<file path="config.mk">
export PLATFORM = sky130hd
export DESIGN_NAME = rename_alloc_ctrl
export DESIGN_NICKNAME = d
export VERILOG_FILES = /design/src/rtl/rename_alloc_ctrl.sv
export SDC_FILE = /design/constraint.sdc
export NUM_CORES = 1
export LEC_CHECK = 0
export ABC_CLOCK_PERIOD_IN_PS = 3500
export BUFFER_PORTS_ARGS = -buffer_cell sky130_fd_sc_hd__buf_2
export CORE_MARGIN = 2
export CORE_UTILIZATION = 48
export DETAILED_ROUTE_END_ITERATION = 12
export PLACE_DENSITY = 0.84
export SLEW_MARGIN = 40
export SYNTH_ARGS = -nofsm -noshare
export SYNTH_HDL_FRONTEND = slang
export SYNTH_SLANG_ARGS = --single-unit
</file>
<file path="constraint.sdc">
create_clock -name i_clk -period 3.5 [get_ports i_clk]
set_clock_uncertainty 0.2 [all_clocks]
set_input_delay 0.525 -clock i_clk [delete_from_list [all_inputs] [get_ports i_clk]]
set_output_delay 0.525 -clock i_clk [all_outputs]
set_load 0.1 [all_outputs]
</file>
<file path="src/rtl/rename_alloc_ctrl.sv">
`default_nettype none
// +----------------------------------------------------------------------------+
// | rename_alloc_ctrl: grants rename allocation against the free list and      |
// | arbitrates the free-list retire port between commit and flush reclaim.     |
// | Optional feature macro: ALLOC_STALL_CNT_EN (rename stall cycle counter).   |
// | Revision: 1.0                                                              |
// +----------------------------------------------------------------------------+
module rename_alloc_ctrl #(
  parameter int LEN         = 48,
  parameter int LBITS       = $clog2(LEN),
  parameter int STALL_CNT_W = 16
) (
  input  logic                   i_clk,
  input  logic                   i_rst_n,
  input  logic                   i_ren_valid,
  input  logic [2:0]             i_ren_count,
  output logic                   o_ren_ready,
  output logic                   o_alloc_valid,
  output logic [2:0]             o_alloc_count,
  output logic [LBITS-1:0]       o_alloc_p0,
  output logic [LBITS-1:0]       o_alloc_p1,
  output logic [LBITS-1:0]       o_alloc_p2,
  output logic [LBITS-1:0]       o_alloc_p3,
  input  logic                   i_cmt_valid,
  input  logic [2:0]             i_cmt_count,
  input  logic [LBITS-1:0]       i_cmt_p0,
  input  logic [LBITS-1:0]       i_cmt_p1,
  input  logic [LBITS-1:0]       i_cmt_p2,
  input  logic [LBITS-1:0]       i_cmt_p3,
  output logic                   o_cmt_ready,
  input  logic                   i_flush,
  output logic [2:0]             o_fl_req_count,
  input  logic [LBITS-1:0]       i_fl_req0,
  input  logic [LBITS-1:0]       i_fl_req1,
  input  logic [LBITS-1:0]       i_fl_req2,
  input  logic [LBITS-1:0]       i_fl_req3,
  input  logic [2:0]             i_fl_req_count,
  input  logic [LBITS-1:0]       i_fl_avail_count,
  output logic [2:0]             o_fl_ret_count,
  output logic [LBITS-1:0]       o_fl_ret_p0,
  output logic [LBITS-1:0]       o_fl_ret_p1,
  output logic [LBITS-1:0]       o_fl_ret_p2,
  output logic [LBITS-1:0]       o_fl_ret_p3,
  output logic [STALL_CNT_W-1:0] o_stall_cycles
);

  localparam int CW = (LBITS > 3) ? LBITS : 3;

  typedef enum logic [0:0] {
    ST_RUN     = 1'b0,
    ST_RECLAIM = 1'b1
  } state_t;

  state_t           r_state;
  logic             r_alloc_valid;
  logic [2:0]       r_alloc_count;
  logic [LBITS-1:0] r_alloc_p0;
  logic [LBITS-1:0] r_alloc_p1;
  logic [LBITS-1:0] r_alloc_p2;
  logic [LBITS-1:0] r_alloc_p3;
  logic [2:0]       r_rcl_count;
  logic [LBITS-1:0] r_rcl_p0;
  logic [LBITS-1:0] r_rcl_p1;
  logic [LBITS-1:0] r_rcl_p2;
  logic [LBITS-1:0] r_rcl_p3;

  logic          w_run;
  logic          w_cnt_ok;
  logic          w_avail_ok;
  logic          w_fl_busy;
  logic [CW-1:0] w_ren_cnt_ext;
  logic [CW-1:0] w_avail_ext;

  assign w_run         = (r_state == ST_RUN);
  assign w_fl_busy     = (i_fl_req_count != 3'd0);
  assign w_ren_cnt_ext = CW'(i_ren_count);
  assign w_avail_ext   = CW'(i_fl_avail_count);
  assign w_cnt_ok      = (i_ren_count <= 3'd4);
  // Registered availability only; same-cycle retirements are not credited.
  assign w_avail_ok    = (w_ren_cnt_ext <= w_avail_ext);

  assign o_ren_ready    = w_run && !i_flush && w_cnt_ok && w_avail_ok;
  assign o_fl_req_count = (i_ren_valid && o_ren_ready) ? i_ren_count : 3'd0;
  assign o_cmt_ready    = w_run;

  always_comb begin
    o_fl_ret_count = 3'd0;
    o_fl_ret_p0    = i_cmt_p0;
    o_fl_ret_p1    = i_cmt_p1;
    o_fl_ret_p2    = i_cmt_p2;
    o_fl_ret_p3    = i_cmt_p3;
    if (w_run) begin
      o_fl_ret_count = i_cmt_valid ? i_cmt_count : 3'd0;
    end else begin
      o_fl_ret_count = r_rcl_count;
      o_fl_ret_p0    = r_rcl_p0;
      o_fl_ret_p1    = r_rcl_p1;
      o_fl_ret_p2    = r_rcl_p2;
      o_fl_ret_p3    = r_rcl_p3;
    end
  end

  always_ff @(posedge i_clk or negedge i_rst_n) begin
    if (!i_rst_n) begin
      r_state       <= ST_RUN;
      r_alloc_valid <= 1'b0;
      r_alloc_count <= 3'd0;
      r_alloc_p0    <= '0;
      r_alloc_p1    <= '0;
      r_alloc_p2    <= '0;
      r_alloc_p3    <= '0;
      r_rcl_count   <= 3'd0;
      r_rcl_p0      <= '0;
      r_rcl_p1      <= '0;
      r_rcl_p2      <= '0;
      r_rcl_p3      <= '0;
    end else begin
      if (w_fl_busy && !i_flush) begin
        r_alloc_valid <= 1'b1;
        r_alloc_count <= i_fl_req_count;
        r_alloc_p0    <= i_fl_req0;
        r_alloc_p1    <= i_fl_req1;
        r_alloc_p2    <= i_fl_req2;
        r_alloc_p3    <= i_fl_req3;
      end else begin
        r_alloc_valid <= 1'b0;
        r_alloc_count <= 3'd0;
      end

      case (r_state)
        ST_RUN: begin
          // A flush squashes the bundle sitting in the free-list stage.
          if (i_flush && w_fl_busy) begin
            r_rcl_count <= i_fl_req_count;
            r_rcl_p0    <= i_fl_req0;
            r_rcl_p1    <= i_fl_req1;
            r_rcl_p2    <= i_fl_req2;
            r_rcl_p3    <= i_fl_req3;
            r_state     <= ST_RECLAIM;
          end
        end
        ST_RECLAIM: begin
          r_rcl_count <= 3'd0;
          r_state     <= ST_RUN;
        end
        default: r_state <= ST_RUN;
      endcase
    end
  end

  assign o_alloc_valid = r_alloc_valid;
  assign o_alloc_count = r_alloc_count;
  assign o_alloc_p0    = r_alloc_p0;
  assign o_alloc_p1    = r_alloc_p1;
  assign o_alloc_p2    = r_alloc_p2;
  assign o_alloc_p3    = r_alloc_p3;

`ifdef ALLOC_STALL_CNT_EN
  logic [STALL_CNT_W-1:0] r_stall_cnt;

  always_ff @(posedge i_clk or negedge i_rst_n) begin
    if (!i_rst_n) begin
      r_stall_cnt <= '0;
    end else if (i_ren_valid && !o_ren_ready && !i_flush && (r_stall_cnt != '1)) begin
      r_stall_cnt <= r_stall_cnt + {{(STALL_CNT_W-1){1'b0}}, 1'b1};
    end
  end

  assign o_stall_cycles = r_stall_cnt;
`else
  assign o_stall_cycles = '0;
`endif

endmodule
`default_nettype wire
</file>
* Yosys cells after proc, flatten, opt, wreduce, memory -nomap -nowiden
Cells that the tools add are included.
Word-level totals: word-level logic and storage cells 38, register bits after elaboration 56, output and inout bits 76, bits of input ports 68
Cells by class: mux-type cells 13, reduce and logical (&&, ||, !) cells 9, bitwise gates (word level) 1, equality and inequality tests 1, magnitude comparators 2
Operator list (number):
- $mux 6 | 4
- $mux 3 | 5
- $le 3x6->1 | 1
- $logic_and 1x1->1 | 6
- $pmux 3 s2 | 1
- $le 3x3->1 const B | 1
- $reduce_bool 3->1 | 1
- $mux 1 | 2
- $ne 2x1->1 const B | 1
- $pmux 1 s2 | 1
- $reduce_and 2->1 | 1
- $logic_not 1->1 | 1
- $not 1->1 | 1

* Longest topological paths before layout
Gate-level depths: netlist of the first run.
depth after elaboration 6, depth in mapped cells 5, gate-level depth less buffers 5

* Least setup slack after synthesis of the first run
Ideal clock, no wire load.
path kind reg2out, start point reg r_state, end point out o_fl_ret_count[1], data required time 2.775 ns, setup slack -0.069 ns, path buffers 2, arrival time 2.844 ns, cell stages (with the launch flop) 4, cells stage by stage dfrtp_1 > buf_2 > buf_1 > o21ai_0
Between the ends: word-level cells in the longest chain between the ends 1
Ends and longest elaborated chain:
- from (decl) | line 54 | state_t r_state;
- from (signal assigned) | line 105 | r_state <= ST_RUN;
- from (signal assigned) | line 139 | r_state <= ST_RECLAIM;
- from (signal assigned) | line 144 | r_state <= ST_RUN;
- $mux 3 | line 92 | if (w_run) begin
- to (decl) | line 39 | output logic [2:0] o_fl_ret_count,
No other way between the ends.

* Worst setup path in the final report of the first run
start point reg r_state, end point out o_fl_ret_p2[0]
Between the ends: word-level cells in the longest chain between the ends 1
Ends and longest elaborated chain:
- $mux 6 | line 92
- to (decl) | line 42 | output logic [LBITS-1:0] o_fl_ret_p2,
No other way between the ends.

==> results of run 1 <==
-- flip-flops by register name, indices dropped and copies added, names as in the netlist, 3 cells and up --
signal         flops
r_rcl_p2           6
r_rcl_p0           6
o_alloc_p3         6
r_rcl_count        3
o_alloc_count      3
r_rcl_p3           6
o_alloc_p1         6
r_rcl_p1           6
o_alloc_p0         6
o_alloc_p2         6
-- worst max-delay path by stage --
stage,endpoint,start,slack [ns],cells past startpoint
6_report,o_fl_ret_p2[0],r_state$_DFF_PN0_,0.66,3
2_1_floorplan,o_fl_req_count[0],i_fl_avail_count[2],0.16,5
3_3_place_gp,o_fl_req_count[0],i_ren_count[0],0.85,7
5_1_grt,o_fl_ret_p0[4],r_state$_DFF_PN0_,0.51,3
3_5_place_dp,o_fl_req_count[0],i_ren_count[0],0.74,7
4_1_cts,o_fl_ret_p3[5],r_state$_DFF_PN0_,0.62,3
-- power breakdown --
part           switching (mW)  leakage [nW]  internal (mW)  total (mW)
combinational           0.782         0.976          0.197       0.979
sequential             0.0477         0.664          0.735       0.783
clock                   0.199        0.0516          0.162       0.361
total                    1.03          1.69           1.09        2.12
-- cells in the final DEF, fill, tap and decap left out, drive strengths merged, types with 5 or more instances in the layout --
| cell type | n |
|---|---|
| buf | 131 |
| mux2 | 72 |
| dfrtp | 56 |
| conb | 16 |
| clkbuf | 6 |
| o21ai | 6 |
| a21oi | 5 |
| inv | 5 |
| nor2 | 5 |
-- layout make-up --
class                   count  area share, %
clock inverters             2          0.406
well taps                  72           2.65
repair buffers            131           19.6
multi-input cells         127           33.1
clock buffers               6           2.43
inverters                   4          0.442
flip-flops and latches     56           41.3
-- per-layer routing --
layer / vias up / part of all wire [%] / GRT usage [%]
met5: - / 0 / 0
met4: 0 / 0.36 / 3.86
met3: 2 / 9.6 / 6.09
met2: 98 / 51 / 32.2
met1: 937 / 39 / 22.4
li1: 923 / - / -
-- per-stage QoR --
step / setup WS (ns) / utilization (%)
detailed placement: 0.742 / 60.6
finish: 0.655 / 62.4
global placement: 0.848 / 60.6
global route: 0.510 / 62.4
floorplan: 0.164 / -
CTS: 0.624 / 62.4
-- critical path: stages, from the launching register on --
cell     delay, ns
dfrtp_1       0.74
buf_4         0.41
mux2_2        0.37
buf_2         0.29
-- cell usage after synthesis, drive strengths merged --
library cell,number
inv,4
nand4,3
and3,1
a22oi,3
nand2,4
clkbuf,1
nor2b,4
a21oi,5
nor3b,1
nor2,5
a22o,2
conb,1
nor3,1
ha,3
nor4,1
dfrtp,56
buf,24
mux2,72
o21ai,6
-- logic make-up after synthesis --
family | Yosys count | synth area share [%]
and+or+nand+nor | 20 | 4.55
muxes | 72 | 30.4
adders and majority gates | 3 | 1.41
DFF | 56 | 52.5
AOI/OAI and AO/OA | 16 | 3.56
other | 1 | 0.141
buffers and inverters | 29 | 7.45
==> flow_summary.yaml, run 1 <==
outcome:
  status: "completed"
drt:
  first_pass_iters: 4
  vias_per_cell: 4.92
  drc: 0
  drt_iter0_drc: 67
  antenna_left: 0
  wirelength_microns: 5570
  num_vias: 1960
  wl_per_cell_microns: 14.0
timing:
  drv_slew: 0
  fmax_ghz: 0.352
  min_period_ns: 2.84
  timing.final.crit_share_pct: 81.3
  setup_viol_count_final: 0
  tns_ns: 0
  whs_ns: 0.0125
  tightest_slew_ns: 0.603
  hold_viol_final: 0
  rsz0062_at_grt: "no"
  relSlewSlack_pct: 59.8
clock_network:
  clkTransAtPathRegs_ns: 0.10
  cts_tree: "built"
  post_cts_buffers: 0
  ctsHoldBuffers: 0
  cts_made_buffers: 5
  cts_resized: 0
  htree_levels: 2
  clk-insertion-delay-late_ns: 0.30
  clock_sinks: 56
  cts_root_buffer: "clkbuf_8"
  clockBufferDepth: 2
power_and_ir_drop:
  p_leak_nw: 1.69
  power_mw: 2.12
  power.density_mw_per_mm2: 626
  ir_drop_mv: 0.392
critical_path:
  end_kind: "output pin"
  r2r_slack_ns: 1.58
  cp.required_ns: 2.77
  reg2reg_to: "r_rcl_p2[2]$_DFFE_PN0P_"
  worstPathArrival_ns: 2.12
  worstPathMaxFanout: 20
  path_class: "flip-flop to output pin"
  reg2reg_depth: 3
  r2r-start: "r_state$_DFF_PN0_"
  critPathLaunchType: "flip-flop"
cells_and_area:
  final-seq-area_sq_mm: 0.00140
  diodes: 0
  stdcell_count: 398
  syn_to_final_growth_pct: 27.1
  layout-drive-gt1-share_pct: 65.6
  stdcell_area_sq_mm: 0.00339
  fin_nets: 396
  nFillCells: 463
  multi_input_area_sq_mm: 0.00112
logic_synthesis:
  netlist_instances: 197
  yosys_warnings: 0
  yosysSeqAreaShare_pct: 52.5
  synth.distinct_cells: 23
  synth.largest_area_cell: "dfrtp_1"
  syn_area_sq_mm: 0.00267
  synthTopCellsByArea: "dfrtp_1 (53%), mux2_2 (30%), buf_4 (4.8%)"
  yosysTopAreaCellShare_pct: 52.5
  ys_ff_latch: 56
  avgSynthCellArea_sq_um: 13.5
run:
  maxCapViolations: 0
die:
  core_sq_mm: 0.00544
  fp.dieH_microns: 78.6
  die_w_microns: 78.6
  initial_core_util_pct: 49.1
  die_area_sq_mm: 0.00617
  rows: 27
  ioPinCount: 144
global_route:
  grt_pass1_wl_microns: 9090
  grt_max_degree: 31
  grt.overflow.total: 0
  antenna_found_initial: 0
  track_usage_pct: 18.5
  grt_pass1_vias: 1951
placed_design:
  dp_hpwl_microns: 4190
  portBuffers: 127
  gp_congestion: 0.711
  place_inst: 390
  place_area_sq_mm: 0.00330
worst_hold_path:
  hold_class: "primary input to async pin"
No activity file was read; power rests on OpenSTA's default activity.
==> run 2, diff against run 1 <==
ABC_AREA = 1   (was default)
ABC_CLOCK_PERIOD_IN_PS = 2930   (was 3500)
CORE_UTILIZATION = 46   (was 48)
PLACE_DENSITY = 0.79   (was 0.84)
clock period = 2.93 ns   (was 3.5 ns; I/O delays follow)
==> run 2 against run 1 <==
  * Register-to-register slack got worse by 0.63 ns
  * Sequential power rose by 18%
  * Critical endpoint is now o_fl_req_count[0]
  * Area after synthesis rose by 11%
  * Hold slack improved by 0.17 ns
  * Design area rose by 9.0%
  * Global-route usage fell by 0.50 points
  * Clock power rose by 36%
  * Sequential share of layout area fell by 3.4 points
  * Count of clock-buffer cells in the layout did not move
  * Combinational power rose by 17%
  * Highest routed layer unchanged
  * Die area rose by 15%
  * Cell count rose by 35%
==> flow_summary.yaml, run 2 <==
outcome:
  status: "completed"
logic_synthesis:
  yosysTopAreaCellShare_pct: 47.2
  synth_edf_count: 0
  synth_commonest_cells: "nand2_1 (125), dfrtp_1 (56), o21ai_2 (50)"
  ys_ff_latch: 56
  yosysSeqAreaShare_pct: 47.2
  netlist_instances: 338
  synth-adder-area-share_pct: 1.26
  yosys.area_share.xor_xnor_pct: 0
  synth.most_common_cell: "nand2_1"
  yosys.area_share.simple_pct: 21.7
  synth.largest_area_cell: "dfrtp_1"
  synth.distinct_cells: 20
  avgSynthCellArea_sq_um: 8.78
  ys_async_sr_fraction_pct: 100
  yosys_warnings: 0
  synth_top_family_by_area: "simple AND/OR/NAND/NOR gates"
  syn_area_sq_mm: 0.00297
  synthMuxAreaShare_pct: 0
  synthTopCellsByArea: "dfrtp_1 (47%), nand2_1 (16%), o21ai_2 (15%)"
  ys.flop_type: "dfrtp_1"
  synth-compound-area-share_pct: 15.6
die:
  fp.dieH_microns: 84.3
  die_w_microns: 84.3
  core_sq_mm: 0.00628
  initial_core_util_pct: 47.3
  ioPinCount: 144
  rows: 29
  die_area_sq_mm: 0.00711
global_route:
  grt_max_degree: 53
  track_usage_pct: 18.0
  grt.overflow.total: 0
  antenna_found_initial: 0
  grt_pass1_wl_microns: 10500
  grt_pass1_vias: 2356
timing:
  relSlewSlack_pct: 48.5
  worst_slack_ns: 0.513
  setup_viol_count_final: 0
  tightest_slew_ns: 0.773
  min_period_ns: 2.42
  rsz0062_at_grt: "no"
  drv_slew: 0
  fmax_ghz: 0.414
  hold_viol_final: 0
  timing.final.crit_share_pct: 82.5
critical_path:
  critPathLaunchType: "flip-flop"
  end_kind: "output pin"
  path_class: "flip-flop to output pin"
  crit_start: "r_state$_DFF_PN0_"
  worstPathMaxFanout: 10
  worstPathArrival_ns: 1.78
  cp.required_ns: 2.29
  r2r-start: "r_state$_DFF_PN0_"
clock_network:
  clk-insertion-delay-late_ns: 0.30
  clock_sinks: 56
  cts_made_buffers: 5
  cts_tree: "built"
  ctsHoldBuffers: 1
  htree_levels: 2
  clockBufferDepth: 2
  clkTransAtPathRegs_ns: 0.10
  cts_root_buffer: "clkbuf_8"
  post_cts_buffers: 0
  cts_resized: 0
cells_and_area:
  stdcell_count: 539
  layout_common_cells: "nand2_1 (125), buf_2 (123), dfrtp_1 (56)"
  nFillCells: 572
  layout-drive-gt1-share_pct: 44.8
  stdcell_area_sq_mm: 0.00370
  fin_nets: 532
  final-seq-area_sq_mm: 0.00140
  diodes: 0
  multi_input_area_sq_mm: 0.00120
  layout_commonest_cell: "nand2_1"
  syn_to_final_growth_pct: 24.6
run:
  maxCapViolations: 0
placed_design:
  post-place-ws_ns: 0.604
  dp_hpwl_microns: 4690
  place_area_sq_mm: 0.00358
  portBuffers: 127
  gp_congestion: 0.739
  place_inst: 530
power_and_ir_drop:
  power.density_mw_per_mm2: 693
  power_frac_comb_pct: 44.9
  power.switching_mw: 1.24
  p_clk_share_pct: 19.2
  pwr-share-seq_pct: 36.0
  swShare_pct: 48.4
  p_leak_nw: 2.13
  intPower_mw: 1.32
  ir_drop_mv: 0.391
drt:
  first_pass_iters: 4
  drt_iter0_drc: 41
  wirelength_microns: 6220
  antenna_left: 0
  drc: 0
  wl_met2_microns: 3180
  wl_met1_microns: 2570
  wl_met3_microns: 435
  wl_per_cell_microns: 11.5
  num_vias: 2443
  vias_per_cell: 4.53
  routed.top_layer: "met4"
worst_hold_path:
  min_from: "i_flush"
  hold_class: "primary input to flip-flop"
==> run 2: changes by cell type in the layout (fill, tap and decap cells not counted), moves of 4 or more <==
cell	before	now
mux2_2	72	0
inv_2	0	4
nor2_1	4	9
nor2b_1	4	0
nand3_1	0	5
nand2_2	0	10
buf_12	0	4
buf_2	127	123
nand2_1	4	125
inv_1	4	35
o21ai_2	0	50
o21ai_0	5	0
==> run 2: power groups by stage <==
stage	registers [mW]	logic, mW	clock network [mW]
final	0.921	1.15	0.491
after global routing	0.933	1.21	0.540
after CTS	0.921	1.16	0.507
after detailed placement	0.935	1.16	0
after global placement	0.932	1.14	0
after floorplan	1.22	0.708	0
==> run 2: cells by family after synthesis <==
| family | Yosys count |
|---|---|
| other cells | 1 |
| fa+ha+maj | 3 |
| compound gates | 54 |
| simple gates | 153 |
| flops | 56 |
| buf+inv | 71 |
==> run 2: critical path, stage by stage, from the launching register on <==
cell and delay (ns):
dfrtp_1 0.39, inv_1 0.27, nand2_1 0.12, a21oi_2 0.13, nand3_1 0.13, nor2_1 0.23, buf_12 0.21
==> run 2: area by class of cell <==
class,instances,area share [%]
clock buffer,6,1.96
clock inverter,2,0.948
inverter,39,3.96
multi-input combinational,226,32.5
sequential,56,37.9
tap,77,2.61
timing repair buffer,133,20.1
==> run 2: metal layers <==
layer / up-vias / track usage, %
met4: 0 / 3.96
met5: - / 0
met2: 94 / 33.1
li1: 1245 / -
met1: 1100 / 21.2
met3: 4 / 4.33
==> run 2: path summary, 6_finish.rpt <==
path / to / slack, ns / depth (start not counted)
setup / recovery: o_fl_req_count[0] / 0.51 / 6
hold / removal: o_alloc_count[2]$_DFF_PN0_ / 0.18 / 2
setup reg to reg: r_rcl_p3[1]$_DFFE_PN0P_ / 0.95 / 4
hold reg to reg: o_alloc_p0[4]$_DFFE_PN0P_ / 0.28 / 2
max in group asynchronous: r_rcl_p2[5]$_DFFE_PN0P_ / 1.68 / 3
min in group asynchronous: o_alloc_p1[0]$_DFFE_PN0P_ / 0.28 / 2
==> run 2: metrics by stage <==
step	hold slack, ns	power, mW	util [%]	setup TNS (ns)
after detailed placement	0.0846	2.09	57.0	0
after global routing	0.183	2.68	58.9	0
after CTS	0.167	2.59	58.9	0
after floorplan	-0.0561	1.92	-	-0.179
final	0.180	2.56	58.9	0
after global placement	0.0801	2.07	57.0	0
==> run 3, diff against run 2 <==
ABC_AREA = 0   (was 1)
ABC_CLOCK_PERIOD_IN_PS = 2410   (was 2930)
CORE_UTILIZATION = 45   (was 46)
clock period = 2.41 ns   (was 2.93 ns; I/O delays follow)
==> run 3 against run 2 <==
  * Setup slack lost 0.26 ns
  * Count of clock-buffer cells in the layout is the same
  * Global-route usage grew 2.0 points
  * Sequential power grew 23%
  * Sequential share of layout area shrank 2.1 points
  * Total power grew 29%
  * Via count shrank 18%
  * First-iteration DRC count grew 44%
  * Largest cell class unchanged
  * Largest power group unchanged
==> flow_summary.yaml, run 3 (synthesis gave the netlist of run 1 again) <==
outcome:
  status: "completed"
drt:
  drc: 0
  drt_iter0_drc: 59
  antenna_left: 0
  vias_per_cell: 4.89
  num_vias: 1992
  first_pass_iters: 4
  wl_per_cell_microns: 15.2
  wirelength_microns: 6190
placed_design:
  gp_congestion: 0.756
  portBuffers: 127
  place_area_sq_mm: 0.00382
  dp_hpwl_microns: 4890
  place_inst: 398
die:
  die_area_sq_mm: 0.00656
  fp.dieH_microns: 81.0
  core_sq_mm: 0.00582
  die_w_microns: 81.0
  initial_core_util_pct: 45.9
  ioPinCount: 144
  rows: 28
timing:
  rsz0062_at_grt: "no"
  min_period_ns: 2.16
  drv_slew: 0
  setup_viol_count_final: 0
  fmax_ghz: 0.463
  hold_viol_final: 0
  timing.final.crit_share_pct: 89.6
run:
  maxCapViolations: 0
clock_network:
  cts_tree: "built"
  post_cts_buffers: 0
  htree_levels: 2
  cts_root_buffer: "clkbuf_8"
  clock_sinks: 56
  clockBufferDepth: 2
  cts_made_buffers: 5
  clkTransAtPathRegs_ns: 0.10
  clk-insertion-delay-late_ns: 0.29
critical_path:
  reg2reg_depth: 3
  path_class: "flip-flop to output pin"
  endpoint: "o_fl_ret_p2[0]"
  crit_path_max_incr_delay_ns: 0.46
  r2r_slack_ns: 0.73
  crit_start: "r_state$_DFF_PN0_"
  end_kind: "output pin"
  reg2reg_to: "r_rcl_p0[1]$_DFFE_PN0P_"
  crit_family: "flip-flops"
  worstPathMaxFanout: 13
  r2r-start: "r_state$_DFF_PN0_"
  slowest_stage: "dfrtp_1"
  worstPathArrival_ns: 1.60
  crit_path_cell_trace: "buf_4 -> mux2_2 -> buf_12"
  path_buf_inv: 2
  crit_cells: 3
  critPathLaunchType: "flip-flop"
  cp.required_ns: 1.85
cells_and_area:
  diodes: 0
  layout-drive-gt1-share_pct: 67.2
  syn_to_final_growth_pct: 46.8
  stdcell_count: 407
  layout_commonest_cell: "buf_2"
  stdcell_area_sq_mm: 0.00392
  fin_nets: 402
  layout_common_cells: "buf_2 (96), mux2_2 (72), dfrtp_1 (56)"
global_route:
  grt.overflow.total: 0
  grt_pass1_wl_microns: 9940
  grt_max_degree: 28
  antenna_found_initial: 0
  track_usage_pct: 20.0
  grt_pass1_vias: 2130
power_and_ir_drop:
  ir_drop_mv: 0.512
  power.density_mw_per_mm2: 844
  p_leak_nw: 1.87
worst_hold_path:
  hold_class: "primary input to flip-flop"
  min_path_cells: 2
-- run 3: cell types whose count changed in the layout (fill, tap and decap cells not counted), moves of 10 or more --
| cell | before | now |
|---|---|---|
| buf_12 | 4 | 31 |
| buf_2 | 123 | 96 |
| o21ai_2 | 50 | 1 |
| mux2_2 | 0 | 72 |
| nand2_2 | 10 | 0 |
| inv_1 | 35 | 4 |
| nand2_1 | 125 | 4 |
-- run 3: stage by stage --
step / setup TNS (ns) / util (%) / setup slack (ns) / power, mW / hold WS [ns]
2_1_floorplan: -0.408 / - / -0.102 / 2.37 / -0.134
3_3_place_gp: 0 / 65.7 / 0.321 / 2.81 / 0.0973
3_5_place_dp: 0 / 65.7 / 0.299 / 2.84 / 0.103
4_1_cts: 0 / 67.4 / 0.215 / 3.35 / 0.0809
5_1_grt: 0 / 67.4 / 0.151 / 3.44 / 0.0812
6_report: 0 / 67.4 / 0.250 / 3.31 / 0.0941
-- run 3: area by class of cell --
class | instances | area, sq um
tap | 75 | 93.8
sequential | 56 | 1400
multi-input combinational | 127 | 1140
timing repair buffer | 137 | 1180
clock buffer | 6 | 72.6
clock inverter | 2 | 13.8
inverter | 4 | 15.0
fill | 454 | 1900
-- run 3: repair_timing --
action,CTS,global route
endpoints found under the hold margin,15,0
hold buffers,1,0
resized for setup,0,0
-- run 3: worst min path at each step --
| stage | to | from | slack (ns) |
|---|---|---|---|
| 6_report | r_rcl_p3[1]$_DFFE_PN0P_ | i_fl_req3[1] | 0.09 |
| 5_1_grt | r_rcl_p1[5]$_DFFE_PN0P_ | i_fl_req1[5] | 0.08 |
| 4_1_cts | r_rcl_p3[1]$_DFFE_PN0P_ | i_fl_req3[1] | 0.08 |
| 3_5_place_dp | r_rcl_p2[4]$_DFFE_PN0P_ | i_rst_n | 0.10 |
| 3_3_place_gp | o_alloc_p2[4]$_DFFE_PN0P_ | i_rst_n | 0.1 |
| 2_1_floorplan | o_alloc_count[0]$_DFF_PN0_ | i_rst_n | -0.13 |
-- run 3: worst reg2reg max path, stage by stage (launching register included) --
cell and delay, ns:
dfrtp_1 0.46, nor3b_4 0.20, buf_4 0.34, mux2_2 0.40
-- run 3: power breakdown --
group | total [mW] | leakage [nW] | switching, mW | internal (mW)
Combinational | 1.67 | 1.16 | 1.19 | 0.484
Clock | 0.498 | 0.0456 | 0.290 | 0.208
Sequential | 1.13 | 0.664 | 0.0675 | 1.07
Total | 3.31 | 1.87 | 1.55 | 1.76
-- run 3: metal layers --
layer,track usage (%),part of all wire (%),vias to the layer above
li1,-,-,925
met2,36.2,54,96
met5,0,0,-
met4,6.10,0.84,0
met1,21.9,36,965
met3,7.00,9.1,6
